`src/rtl/spi_flash_pkg.sv`:
```
// Shared definitions for the SPI flash responder: opcodes, FSM encoding, JEDEC ID bytes.
// Build option SPI_FLASH_RESPONDER_JEDEC_EN enables the 0x9F Read-ID command.
package spi_flash_pkg;

  localparam logic [7:0] OP_READ  = 8'h03;
  localparam logic [7:0] OP_RDSR  = 8'h05;
  localparam logic [7:0] OP_JEDEC = 8'h9F;

  localparam logic [7:0] JEDEC_MFR  = 8'hEF;
  localparam logic [7:0] JEDEC_TYPE = 8'h40;
  localparam logic [7:0] JEDEC_CAP  = 8'h18;

  typedef enum logic [2:0] {
    ST_IDLE,
    ST_CMD,
    ST_ADDR,
    ST_DATA,
    ST_STATUS,
    ST_IGNORE,
    ST_JEDEC
  } state_t;

  function automatic state_t decode_opcode(input logic [7:0] op);
    state_t st;
    st = ST_IGNORE;
    case (op)
      OP_READ:  st = ST_ADDR;
      OP_RDSR:  st = ST_STATUS;
`ifdef SPI_FLASH_RESPONDER_JEDEC_EN
      OP_JEDEC: st = ST_JEDEC;
`else
      OP_JEDEC: st = ST_IGNORE;
`endif
      default:  st = ST_IGNORE;
    endcase
    return st;
  endfunction

endpackage

```
`src/rtl/spi_pin_sync.sv`:
```
// Brings SCK/CS/MOSI into clk: 2-FF synchronisers, history register, registered edge pulses.
// Pin-to-pulse latency is 3 clk; mosi_s is delayed to line up with sck_rise.
module spi_pin_sync (
  input  logic clk,
  input  logic rst_n,
  input  logic sck,
  input  logic cs_n,
  input  logic mosi,
  output logic sck_rise,
  output logic sck_fall,
  output logic cs_fall,
  output logic cs_rise,
  output logic mosi_s
);

  logic sck_meta, sck_sync, sck_hist;
  logic cs_meta, cs_sync, cs_hist;
  logic mosi_meta, mosi_sync;

  // CS resets high so a released reset never fakes a deselect edge
  always_ff @(posedge clk or negedge rst_n) begin
    if (!rst_n) begin
      sck_meta  <= 1'b0;
      sck_sync  <= 1'b0;
      sck_hist  <= 1'b0;
      cs_meta   <= 1'b1;
      cs_sync   <= 1'b1;
      cs_hist   <= 1'b1;
      mosi_meta <= 1'b0;
      mosi_sync <= 1'b0;
      mosi_s    <= 1'b0;
      sck_rise  <= 1'b0;
      sck_fall  <= 1'b0;
      cs_fall   <= 1'b0;
      cs_rise   <= 1'b0;
    end else begin
      sck_meta  <= sck;
      sck_sync  <= sck_meta;
      sck_hist  <= sck_sync;
      cs_meta   <= cs_n;
      cs_sync   <= cs_meta;
      cs_hist   <= cs_sync;
      mosi_meta <= mosi;
      mosi_sync <= mosi_meta;
      mosi_s    <= mosi_sync;
      sck_rise  <= sck_sync & ~sck_hist;
      sck_fall  <= ~sck_sync & sck_hist;
      cs_fall   <= ~cs_sync & cs_hist;
      cs_rise   <= cs_sync & ~cs_hist;
    end
  end

endmodule

```
`src/rtl/spi_flash_responder.sv`:
```
// Mode-0 SPI flash target answering READ/RDSR from a synchronous ROM port, all in clk.
// Build option SPI_FLASH_RESPONDER_JEDEC_EN (decoded in spi_flash_pkg) adds Read-ID.
//
// state     | meaning
// ----------+--------------------------------------------------------------
// ST_IDLE   | deselected, MISO idle high, output disabled
// ST_CMD    | shifting in the 8-bit opcode
// ST_ADDR   | shifting in 24 address bits, then first ROM fetch
// ST_DATA   | streaming ROM bytes, prefetching the next byte on each 8th rise
// ST_STATUS | repeating the status byte
// ST_IGNORE | unsupported opcode, fill bytes out, MOSI discarded
// ST_JEDEC  | manufacturer/type/capacity, then fill bytes
module spi_flash_responder
  import spi_flash_pkg::*;
#(
  parameter int         ADDR_W      = 24,
  parameter logic [7:0] STATUS_BYTE = 8'h00,
  parameter logic [7:0] DUMMY_FILL  = 8'hFF
) (
  input  logic              clk,
  input  logic              rst_n,
  input  logic              i_SPI_CLK,
  input  logic              i_SPI_CS,
  input  logic              i_SPI_MOSI,
  output logic              o_SPI_MISO,
  output logic              o_MISO_OE,
  output logic [ADDR_W-1:0] o_MEM_ADDR,
  output logic              o_MEM_RD,
  input  logic [7:0]        i_MEM_DATA,
  output logic              o_BUSY
);

  localparam logic [7:0] STATUS_VAL = {STATUS_BYTE[7:1], 1'b0};

  logic sck_rise, sck_fall, cs_fall, cs_rise, mosi_s;

  spi_pin_sync u_sync (
    .clk      (clk),
    .rst_n    (rst_n),
    .sck      (i_SPI_CLK),
    .cs_n     (i_SPI_CS),
    .mosi     (i_SPI_MOSI),
    .sck_rise (sck_rise),
    .sck_fall (sck_fall),
    .cs_fall  (cs_fall),
    .cs_rise  (cs_rise),
    .mosi_s   (mosi_s)
  );

  state_t            state_q, state_d, op_state;
  logic [4:0]        bit_cnt;
  logic [22:0]       shift_in;
  logic [23:0]       rx_next;
  logic [7:0]        tx_sr;
  logic              miso_q, oe_q, busy_q, rd_q, cap_pend;
  logic [ADDR_W-1:0] addr_q;
  logic [1:0]        jedec_idx;

  assign rx_next = {shift_in, mosi_s};

  always_ff @(posedge clk or negedge rst_n) begin
    if (!rst_n) state_q <= ST_IDLE;
    else        state_q <= state_d;
  end

  always_comb begin
    state_d  = state_q;
    op_state = decode_opcode(rx_next[7:0]);
    if (cs_rise) begin
      state_d = ST_IDLE;
    end else if (cs_fall) begin
      state_d = ST_CMD;
    end else begin
      case (state_q)
        ST_CMD:  if (sck_rise && bit_cnt == 5'd7) state_d = op_state;
        ST_ADDR: if (cap_pend) state_d = ST_DATA;
        default: state_d = state_q;
      endcase
    end
  end

  // CS edges take priority over any SCK edge in the same cycle
  always_ff @(posedge clk or negedge rst_n) begin
    if (!rst_n) begin
      miso_q    <= 1'b1;
      oe_q      <= 1'b0;
      busy_q    <= 1'b0;
      rd_q      <= 1'b0;
      cap_pend  <= 1'b0;
      addr_q    <= '0;
      tx_sr     <= DUMMY_FILL;
      shift_in  <= '0;
      bit_cnt   <= '0;
      jedec_idx <= '0;
    end else begin
      rd_q     <= 1'b0;
      cap_pend <= 1'b0;
      if (cs_rise) begin
        miso_q  <= 1'b1;
        oe_q    <= 1'b0;
        busy_q  <= 1'b0;
        bit_cnt <= '0;
      end else if (cs_fall) begin
        oe_q    <= 1'b1;
        busy_q  <= 1'b1;
        bit_cnt <= '0;
        tx_sr   <= DUMMY_FILL;
        miso_q  <= DUMMY_FILL[7];
      end else if (state_q != ST_IDLE) begin
        cap_pend <= rd_q;
        // rotating keeps status/fill bytes repeating without reloads
        if (cap_pend) begin
          tx_sr <= i_MEM_DATA;
        end else if (sck_fall) begin
          miso_q <= tx_sr[7];
          tx_sr  <= {tx_sr[6:0], tx_sr[7]};
        end
        if (sck_rise) begin
          shift_in <= rx_next[22:0];
          bit_cnt  <= bit_cnt + 5'd1;
          case (state_q)
            ST_CMD: if (bit_cnt == 5'd7) begin
              bit_cnt <= '0;
              case (op_state)
                ST_STATUS: tx_sr <= STATUS_VAL;
                ST_JEDEC: begin
                  tx_sr     <= JEDEC_MFR;
                  jedec_idx <= 2'd1;
                end
                default:   tx_sr <= DUMMY_FILL;
              endcase
            end
            ST_ADDR: if (bit_cnt == 5'd23) begin
              bit_cnt <= '0;
              addr_q  <= rx_next[ADDR_W-1:0];
              rd_q    <= 1'b1;
            end
            ST_DATA: if (bit_cnt == 5'd7) begin
              bit_cnt <= '0;
              addr_q  <= addr_q + {{(ADDR_W-1){1'b0}}, 1'b1};
              rd_q    <= 1'b1;
            end
            ST_JEDEC: if (bit_cnt == 5'd7) begin
              bit_cnt <= '0;
              case (jedec_idx)
                2'd1:    tx_sr <= JEDEC_TYPE;
                2'd2:    tx_sr <= JEDEC_CAP;
                default: tx_sr <= DUMMY_FILL;
              endcase
              if (jedec_idx != 2'd3) jedec_idx <= jedec_idx + 2'd1;
            end
            default: bit_cnt <= '0;
          endcase
        end
      end
    end
  end

  assign o_SPI_MISO = miso_q;
  assign o_MISO_OE  = oe_q;
  assign o_BUSY     = busy_q;
  assign o_MEM_ADDR = addr_q;
  assign o_MEM_RD   = rd_q;

endmodule

```
`config.mk`:
```
export PLATFORM = sky130hd
export DESIGN_NAME = spi_flash_responder
export DESIGN_NICKNAME = d
export VERILOG_FILES = /design/src/rtl/spi_flash_pkg.sv /design/src/rtl/spi_pin_sync.sv /design/src/rtl/spi_flash_responder.sv
export SDC_FILE = /design/constraint.sdc
export NUM_CORES = 1
export LEC_CHECK = 0
export ABC_AREA = 0
export CAP_MARGIN = 0
export CELL_PAD_IN_SITES_DETAIL_PLACEMENT = 0
export CELL_PAD_IN_SITES_GLOBAL_PLACEMENT = 1
export CORE_UTILIZATION = 37
export CTS_BUF_LIST = sky130_fd_sc_hd__clkbuf_2
export DETAILED_ROUTE_END_ITERATION = 8
export HOLD_SLACK_MARGIN = 0.1
export PLACE_DENSITY = 0.75
export SETUP_SLACK_MARGIN = 0.15
export SYNTH_ARGS = -nofsm -noshare
export SYNTH_HDL_FRONTEND = slang
export SYNTH_HIERARCHICAL = 1
export SYNTH_SLANG_ARGS = --single-unit
```
`constraint.sdc`:
```
create_clock -name clk -period 4.2 [get_ports clk]
set_input_delay 0.84 -clock clk [delete_from_list [all_inputs] [get_ports clk]]
set_output_delay 0.84 -clock clk [all_outputs]
set_load 0.03 [all_outputs]
```
Yosys cells after proc, flatten, opt, wreduce, memory -nomap -nowiden --
Index checks and enable logic that the tools add are counted.
Storage, ports and cells: latch bits 0, bits in registers 82, memories kept 0, bits in writable memories 0, bits in read-only memories 0
Cells by class: div/mod/pow operators 0, shift-type cells 0, $add $sub $neg 3, multiplexer cells 48, reduce and logical (&&, ||, !) cells 18, magnitude comparators 0, multiply operators 0, bitwise operators 10, equality and inequality tests 22
Operator list (number):
- 2-to-1 mux 8 bit | 7
- 2-to-1 mux 24 bit | 2
- one-hot mux 24 bit (2 select lines) | 1
- one-hot mux 8 bit (2 select lines) | 3
- 2-to-1 mux 5 bit | 6
- adder 24 x 1 -> 24 bit, second input constant | 1
- 2-to-1 mux 1 bit | 16
- 2-to-1 mux 3 bit | 4
- != test 2 bit, second input constant | 6
- one-hot mux 3 bit (2 select lines) | 2
- nonzero test 3 bit | 4
- one-hot mux 5 bit (2 select lines) | 1
- equality test 3 bit, second input constant | 3
- AND reduction 9 bit | 1
- equality test 8 x 2 -> 1 bit, second input constant | 1
- equality test 8 x 3 -> 1 bit, second input constant | 1
- 2-to-1 mux 2 bit | 4
- != test 4 x 2 -> 1 bit, second input constant | 2
- nonzero test 2 bit | 4
- AND reduction 7 bit | 1
- equality test 3 x 2 -> 1 bit, second input constant | 2
- NOT 1 bit | 6
- AND reduction 3 bit | 2
- adder 5 x 1 -> 5 bit, second input constant | 1
- 16 further kinds | 20

Longest topological paths before layout --
Gate-level depths: netlist of the first run.
depth in word-level cells 9, mapped depth 8

Modules after synthesis --
The synthesis of the first run kept the hierarchy.
By module, submodules not included:
- spi_flash_responder | sequential area each 1737.9 µm², area each 3797.4 µm², cells each 386, times used 1
- spi_pin_sync | sequential area each 329.1 µm², area each 364.1 µm², cells each 17, times used 1

Least setup slack after synthesis of the first run --
Ideal clock, no wire load.
path type flip-flop to flip-flop, start point reg addr_q[0], in the netlist o_MEM_ADDR[0], end point reg addr_q[14], in the netlist o_MEM_ADDR[14], setup time 0.126 ns, required time 4.074 ns, path slack 2.383 ns, cell stages (with the launch flop) 8, period minus slack after synthesis 1.817 ns, data arrival time 1.691 ns, cells stage by stage dfrtp_1 ha_1 and4_1 buf_2 nand2_1 or3_1 o21ai_0 a21oi_1
Between the ends: cells in the longest elaborated chain, start to end 3
Ends and longest elaborated chain:
- from (decl) | line spi_flash_responder.sv:56 | logic [ADDR_W-1:0] addr_q;
- from (signal assigned) | line spi_flash_responder.sv:135 | addr_q <= rx_next[ADDR_W-1:0];
- from (signal assigned) | line spi_flash_responder.sv:140 | addr_q <= addr_q + {{(ADDR_W-1){1'b0}}, 1'b1};
- adder 24 x 1 -> 24 bit | line spi_flash_responder.sv:140
- 2-to-1 mux 24 bit | line spi_flash_responder.sv:138 | ST_DATA: if (bit_cnt == 5'd7) begin
- one-hot mux 24 bit (2 select lines) | line spi_flash_responder.sv:121 | case (state_q)
No other way between the ends. The select of a mux whose other input is x is not followed. A chain may end at the register's enable or synchronous reset.

Worst setup path after layout of the first run --
start point reg addr_q[9], in the netlist o_MEM_ADDR[9], end point out o_MEM_ADDR[9]
RTL lines:
- to (decl) | line spi_flash_responder.sv:27 | output logic [ADDR_W-1:0] o_MEM_ADDR,
No word-level cell between the ends.

==> impl_metrics.tcl, run 1 <==
set metrics [dict create \
    power_frac_comb 0.086 \
    grt_overflow 0 \
    syn_area_um2 4160 \
    postCtsHoldBufs 0 \
    clk_path_buf_depth 2 \
    critPathRequiredTime_ns 3.36 \
    rows 38 \
    die_x_um 108 \
    drive_gt1_frac 0.132 \
    p_switching_uw 386 \
    startpoint_type "flip-flop" \
    fp.dieH_um 108 \
    grt_use_total 0.171 \
    finalCritPeriodShare 0.635 \
    powerDensity_nw_per_um2 317 \
    num_io_pins 41 \
    maxCapViolations 0 \
    criticalPathCategory "reg -> out" \
    firstDrtPassIters 4 \
    post_cts.repair.setup_buffers 0 \
    critPathMaxFanout 9 \
    root_buffer "clkbuf_2" \
    first_global_vias 3074 \
    pwr-share-seq 0.565 \
    path_cells "clkdlybuf4s50_1" \
    cp.arrival_ns 1.83 \
    drt_iter0_markers 119 \
    cts_buffers 9 \
    grt_max_degree 83 \
    slowest_stage "clkdlybuf4s50_1" \
    register_area_um2 2070 \
    post_cts_resized 0 \
    max_freq_mhz 375 \
    cp_num_buf_inv 1 \
    setup_tns_ns 0 \
    ys_ff_latch 82 \
    clk_latency_ns 0.54 \
    cpPeakStageDelay_ns 0.73 \
    antenna_found_initial 1 \
    final.setup_skew_ns 0.0228 \
    clk_pin_slew_ns 0.21 \
    slew_violations 0 \
    routedWlPerCell_um 15.9 \
    io_buffers 40 \
    dieArea_um2 11700 \
    min_path_type "reg -> reg" \
    tightestPinTransition_ns 1.03 \
    multi_input_area_um2 1960 \
    outcome "complete, no violations" \
    gp_congestion 0.799 \
    final_hold_viol_count 0 \
    setup.worst_path.end_class "output port" \
    p_sw_frac 0.254 \
    cts_tree "built" \
    final_nets 451 \
    whs_ns 0.371 \
    rsz0062_at_grt "false" \
    initial_core_util 0.382 \
    async_reset_ff_frac 1.00 \
    syn_avg_cell_area_um2 10.3 \
    p_leak_uw 0.00199 \
    p_int_uw 1130 \
    final.fill_count 1043 \
    setup_viol 0 \
    cts.sinks 82 \
    syn_nets 421 \
    ys.flop_type "dfrtp_1" \
    area_growth_syn_to_layout_pct 15.1 \
    path_delay_family "buffers and inverters" \
    timing.final.crit_period_ns 2.67 \
    ir_drop_mv 0.141 \
    slew_headroom 0.315 \
    grt_pass1_wl_um 15400 \
    wirelength_um 9180 \
    coreArea_um2 10900 \
    drcViolationCount 0 \
    yosysSeqAreaShare 0.497 \
    syn-instance-count 403 \
    post-dp-hpwl_um 6060 \
    final_antenna_net_count 0 \
    vias 3172 \
    synth-edff-count 0 \
    avgViaCountPerCell 5.48 \
    synth_cell_types 58 \
    p_clk_frac 0.349 \
    yosys_warnings 6 \
    cts_htree_levels 3 \
]
-- flip-flops by register name, indices dropped and copies added (netlist names), 2 cells and up --
signal / flops
o_MEM_ADDR: 24
shift_in: 23
tx_sr: 8
bit_cnt: 5
state_q: 3
jedec_idx: 2
-- through the flow --
step / cells / setup WS, ns / power (uW) / util / area, um2
2_1_floorplan: 403 / 2.38 / 949 / - / 4160
3_3_place_gp: 562 / 1.98 / 1000 / 0.426 / 4630
3_5_place_dp: 562 / 1.89 / 1000 / 0.426 / 4630
4_1_cts: 578 / 1.49 / 1530 / 0.440 / 4790
5_1_grt: 579 / 1.46 / 1580 / 0.440 / 4790
6_report: 579 / 1.53 / 1520 / 0.440 / 4790
-- placed cells by master, fill, tap and decap left out, drive strengths merged, types with 3 or more instances in the layout --
master and n:
a21boi 3, or3 4, nand3 19, mux2i 11
nand4 8, or2 3, bufinv 3, nand2 42
ha 5, dfstp 12, nor4 3, a21oi 43
dfrtp 70, a211oi 8, nor2 27, clkbuf 10
clkdlybuf4s50 39, and2b 5, o21ai 26, nand3b 4
xnor2 3, o22ai 12, and3 4, inv 7
and4 3, xor2 3, mux2 30, nand2b 3
-- power groups by stage --
stage,logic [uW],clock network [uW],registers (uW)
after floorplan,91.1,0,858
after global placement,133,0,869
after detailed placement,132,0,870
after CTS,133,544,857
after global routing,149,572,864
final,131,530,857
-- synthesized netlist by cell type (8+ instances only) --
master     n  area, um2
mux2_2    12        135
buf_2     13       65.1
dfstp_2   12        315
o22ai_1   12       75.1
o21ai_0   25        125
dfrtp_1   70       1750
nand2_1   42        158
nor2_1    25       93.8
a211oi_1   8       60.1
nand3_1   18       90.1
a21oi_1   42        210
mux2i_1   11        110
mux2_1    18        203
-- worst reg2reg max path: stages (launching register included) --
cell	delay [ns]
dfrtp_1	0.43
ha_1	0.23
nand3b_1	0.25
nor4_4	0.91
a21boi_1	0.26
a2bb2oi_1	0.18
-- kinds of logic (layout without fill, tap and decap cells) --
group                      count (synthesis)  in the layout  synth area share
AOI/OAI and AO/OA                        107            107             0.154
xor gates and xnor gates                   6              6            0.0126
adders and majority gates                  5              5            0.0150
buffers and inverters                     29             64            0.0346
DFF                                       82             82             0.497
muxes                                     41             41             0.108
other                                      0              1                 0
and+or+nand+nor                          133            133             0.179
-- final cells by class --
class | instances | area share
Sequential cell | 82 | 0.431
Multi-Input combinational cell | 292 | 0.409
Timing Repair Buffer | 41 | 0.0846
Tap cell | 140 | 0.0366
Clock inverter | 6 | 0.0219
Clock buffer | 10 | 0.0104
Inverter | 7 | 0.00548
Antenna cell | 1 | 0.000522
-- final timing paths --
check                               startpoint             end  slack [ns]  cells after the start
worst max register to register      bit_cnt[0]  o_MEM_ADDR[23]        1.89                      5
max in group asynchronous                rst_n      bit_cnt[4]        3.11                      1
worst max-delay path             o_MEM_ADDR[9]   o_MEM_ADDR[9]        1.53                      1
min in group asynchronous                rst_n    shift_in[16]        0.45                      1
worst min-delay path            u_sync/cs_meta  u_sync/cs_sync        0.37                      0
worst min register to register  u_sync/cs_meta  u_sync/cs_sync        0.37                      0
-- metal layers --
layer / track usage / wire length [um] / vias to the layer above
met5: 0 / 0 / -
met4: 0.0832 / 176 / 0
met3: 0.0211 / 308 / 11
met2: 0.255 / 4260 / 56
met1: 0.245 / 4430 / 1584
li1: - / - / 1521
Power figures use the tool's default switching activity.
==> run 2: changes to the inputs <==
- clock period: 4.2 -> 2.5 ns (I/O delays scaled with it)
==> run 2 against run 1 <==
Non-clock buffer count grew 10; clock power grew 5.5%; worst hold slack lost 0.012 ns; worst setup slack lost 1.3 ns; flip-flop and latch count is the same; sequential power grew 67%; register-to-register slack lost 1.5 ns; sequential share of layout area shrank 0.32 points; final cell count grew 1.7%; clock-buffer cell count grew 1.
==> impl_metrics.tcl, run 2 (synthesis gave the netlist of run 1 again) <==
set metrics [dict create \
    outcome "complete, no violations" \
    drive_gt1_frac 0.147 \
    final_common_cell "dfrtp_1" \
    powerDensity_nw_per_um2 463 \
    setup_ws_ns 0.248 \
    final_antenna_net_count 0 \
    wl_met2_um 4260 \
    antenna_found_initial 1 \
    cp.arrival_ns 1.75 \
    final_nets 461 \
    slew_violations 0 \
    cpPeakStageDelay_ns 0.71 \
    startpoint_type "flip-flop" \
    drcViolationCount 0 \
    tightestPinTransition_ns 0.692 \
    whs_ns 0.359 \
    finalCritPeriodShare 0.901 \
    timing.final.crit_period_ns 2.25 \
    final_hold_viol_count 0 \
    initial_core_util 0.382 \
    min_path_type "in -> reg" \
    path_cells "clkdlybuf4s50_1" \
    max_freq_mhz 444 \
    maxCapViolations 0 \
    p_leak_uw 0.00207 \
    wl_met3_um 301 \
    grt_use_total 0.174 \
    wl_met1_um 4500 \
    cts_htree_levels 3 \
    top_layer_used "met4" \
    gp_congestion 0.839 \
    grt_overflow 0 \
    vias 3203 \
    setup_tns_ns 0 \
    critPathRequiredTime_ns 2.00 \
    setup_viol 0 \
    cp_num_buf_inv 1 \
    root_buffer "clkbuf_2" \
    setup.worst_path.end_class "output port" \
    fin_util 0.443 \
    criticalPathCategory "reg -> out" \
    slew_headroom 0.539 \
    io_buffers 40 \
    final_area_um2 4830 \
    post_cts.repair.setup_buffers 0 \
    cts_buffers 9 \
    routedWlPerCell_um 15.6 \
    firstDrtPassIters 4 \
    critPathMaxFanout 7 \
    cts.sinks 82 \
    grt_max_degree 54 \
    fp.dieH_um 108 \
    die_x_um 108 \
    ir_drop_mv 0.194 \
    largest_reg_flops 24 \
    area_growth_syn_to_layout_pct 16.0 \
    path_delay_family "buffers and inverters" \
    avgViaCountPerCell 5.44 \
    clk_latency_ns 0.53 \
    final_cell_mix "70 x dfrtp_1, 42 x nand2_1, 42 x a21oi_1, 34 x clkdlybuf4s50_1" \
    rows 38 \
    clk_pin_slew_ns 0.22 \
    coreArea_um2 10900 \
    rsz0062_at_grt "false" \
    post-dp-hpwl_um 6330 \
    dieArea_um2 11700 \
    dp_slack_ns 0.452 \
    slowest_stage "clkdlybuf4s50_1" \
    final.setup_skew_ns 0.0285 \
    grt_pass1_wl_um 15600 \
    wirelength_um 9180 \
    final.fill_count 1037 \
    drt_iter0_markers 135 \
    cts_tree "built" \
    place_area_um2 4730 \
    first_global_vias 3127 \
    clk_path_buf_depth 2 \
    num_io_pins 41 \
]
[run 2: where the power goes]
group	total, uW	switching, uW	internal [uW]	leakage, uW
sequential	1430	55.7	1380	0.00108
clock	559	432	127	0.0000582
combinational	243	135	108	0.000937
[run 2: repair_timing]
item	in CTS	in global routing
resized for setup	1	4
endpoints found under the setup margin	1	4
hold buffers	1	0
endpoints found under the hold margin	22	0
[run 2: path summary, 6_finish.rpt]
check | start | to | slack [ns] | cells past startpoint
min | i_SPI_CS | u_sync/cs_meta | 0.36 | 1
max in group asynchronous | rst_n | u_sync/cs_sync | 1.42 | 3
min reg2reg | u_sync/sck_meta | u_sync/sck_sync | 0.37 | 0
min in group asynchronous | rst_n | o_MEM_ADDR[14] | 0.37 | 2
max reg2reg | bit_cnt[0] | o_MEM_ADDR[2] | 0.43 | 7
max | o_MEM_ADDR[10] | o_MEM_ADDR[10] | 0.25 | 1
[run 2: layer usage]
| metal | GRT usage | vias to the layer above |
|---|---|---|
| li1 | - | 1547 |
| met1 | 0.250 | 1578 |
| met2 | 0.254 | 65 |
| met3 | 0.0247 | 13 |
| met4 | 0.0900 | 0 |
| met5 | 0 | - |
[run 2: layout make-up]
cell class	count	area, um2	area share
timing repair buffer	51	529	0.110
sequential	82	2070	0.428
antenna	1	2.50	0.000518
clock buffer	11	55.1	0.0114
tap	140	175	0.0363
multi-input combinational	292	1950	0.404
inverter	7	26.3	0.00544
clock inverter	5	21.3	0.00441
[run 2: through the flow]
step                instances  total power [uW]
global route              589              2370
CTS                       588              2270
global placement          571              1700
floorplan                 403              1590
detailed placement        571              1700
finish                    589              2230
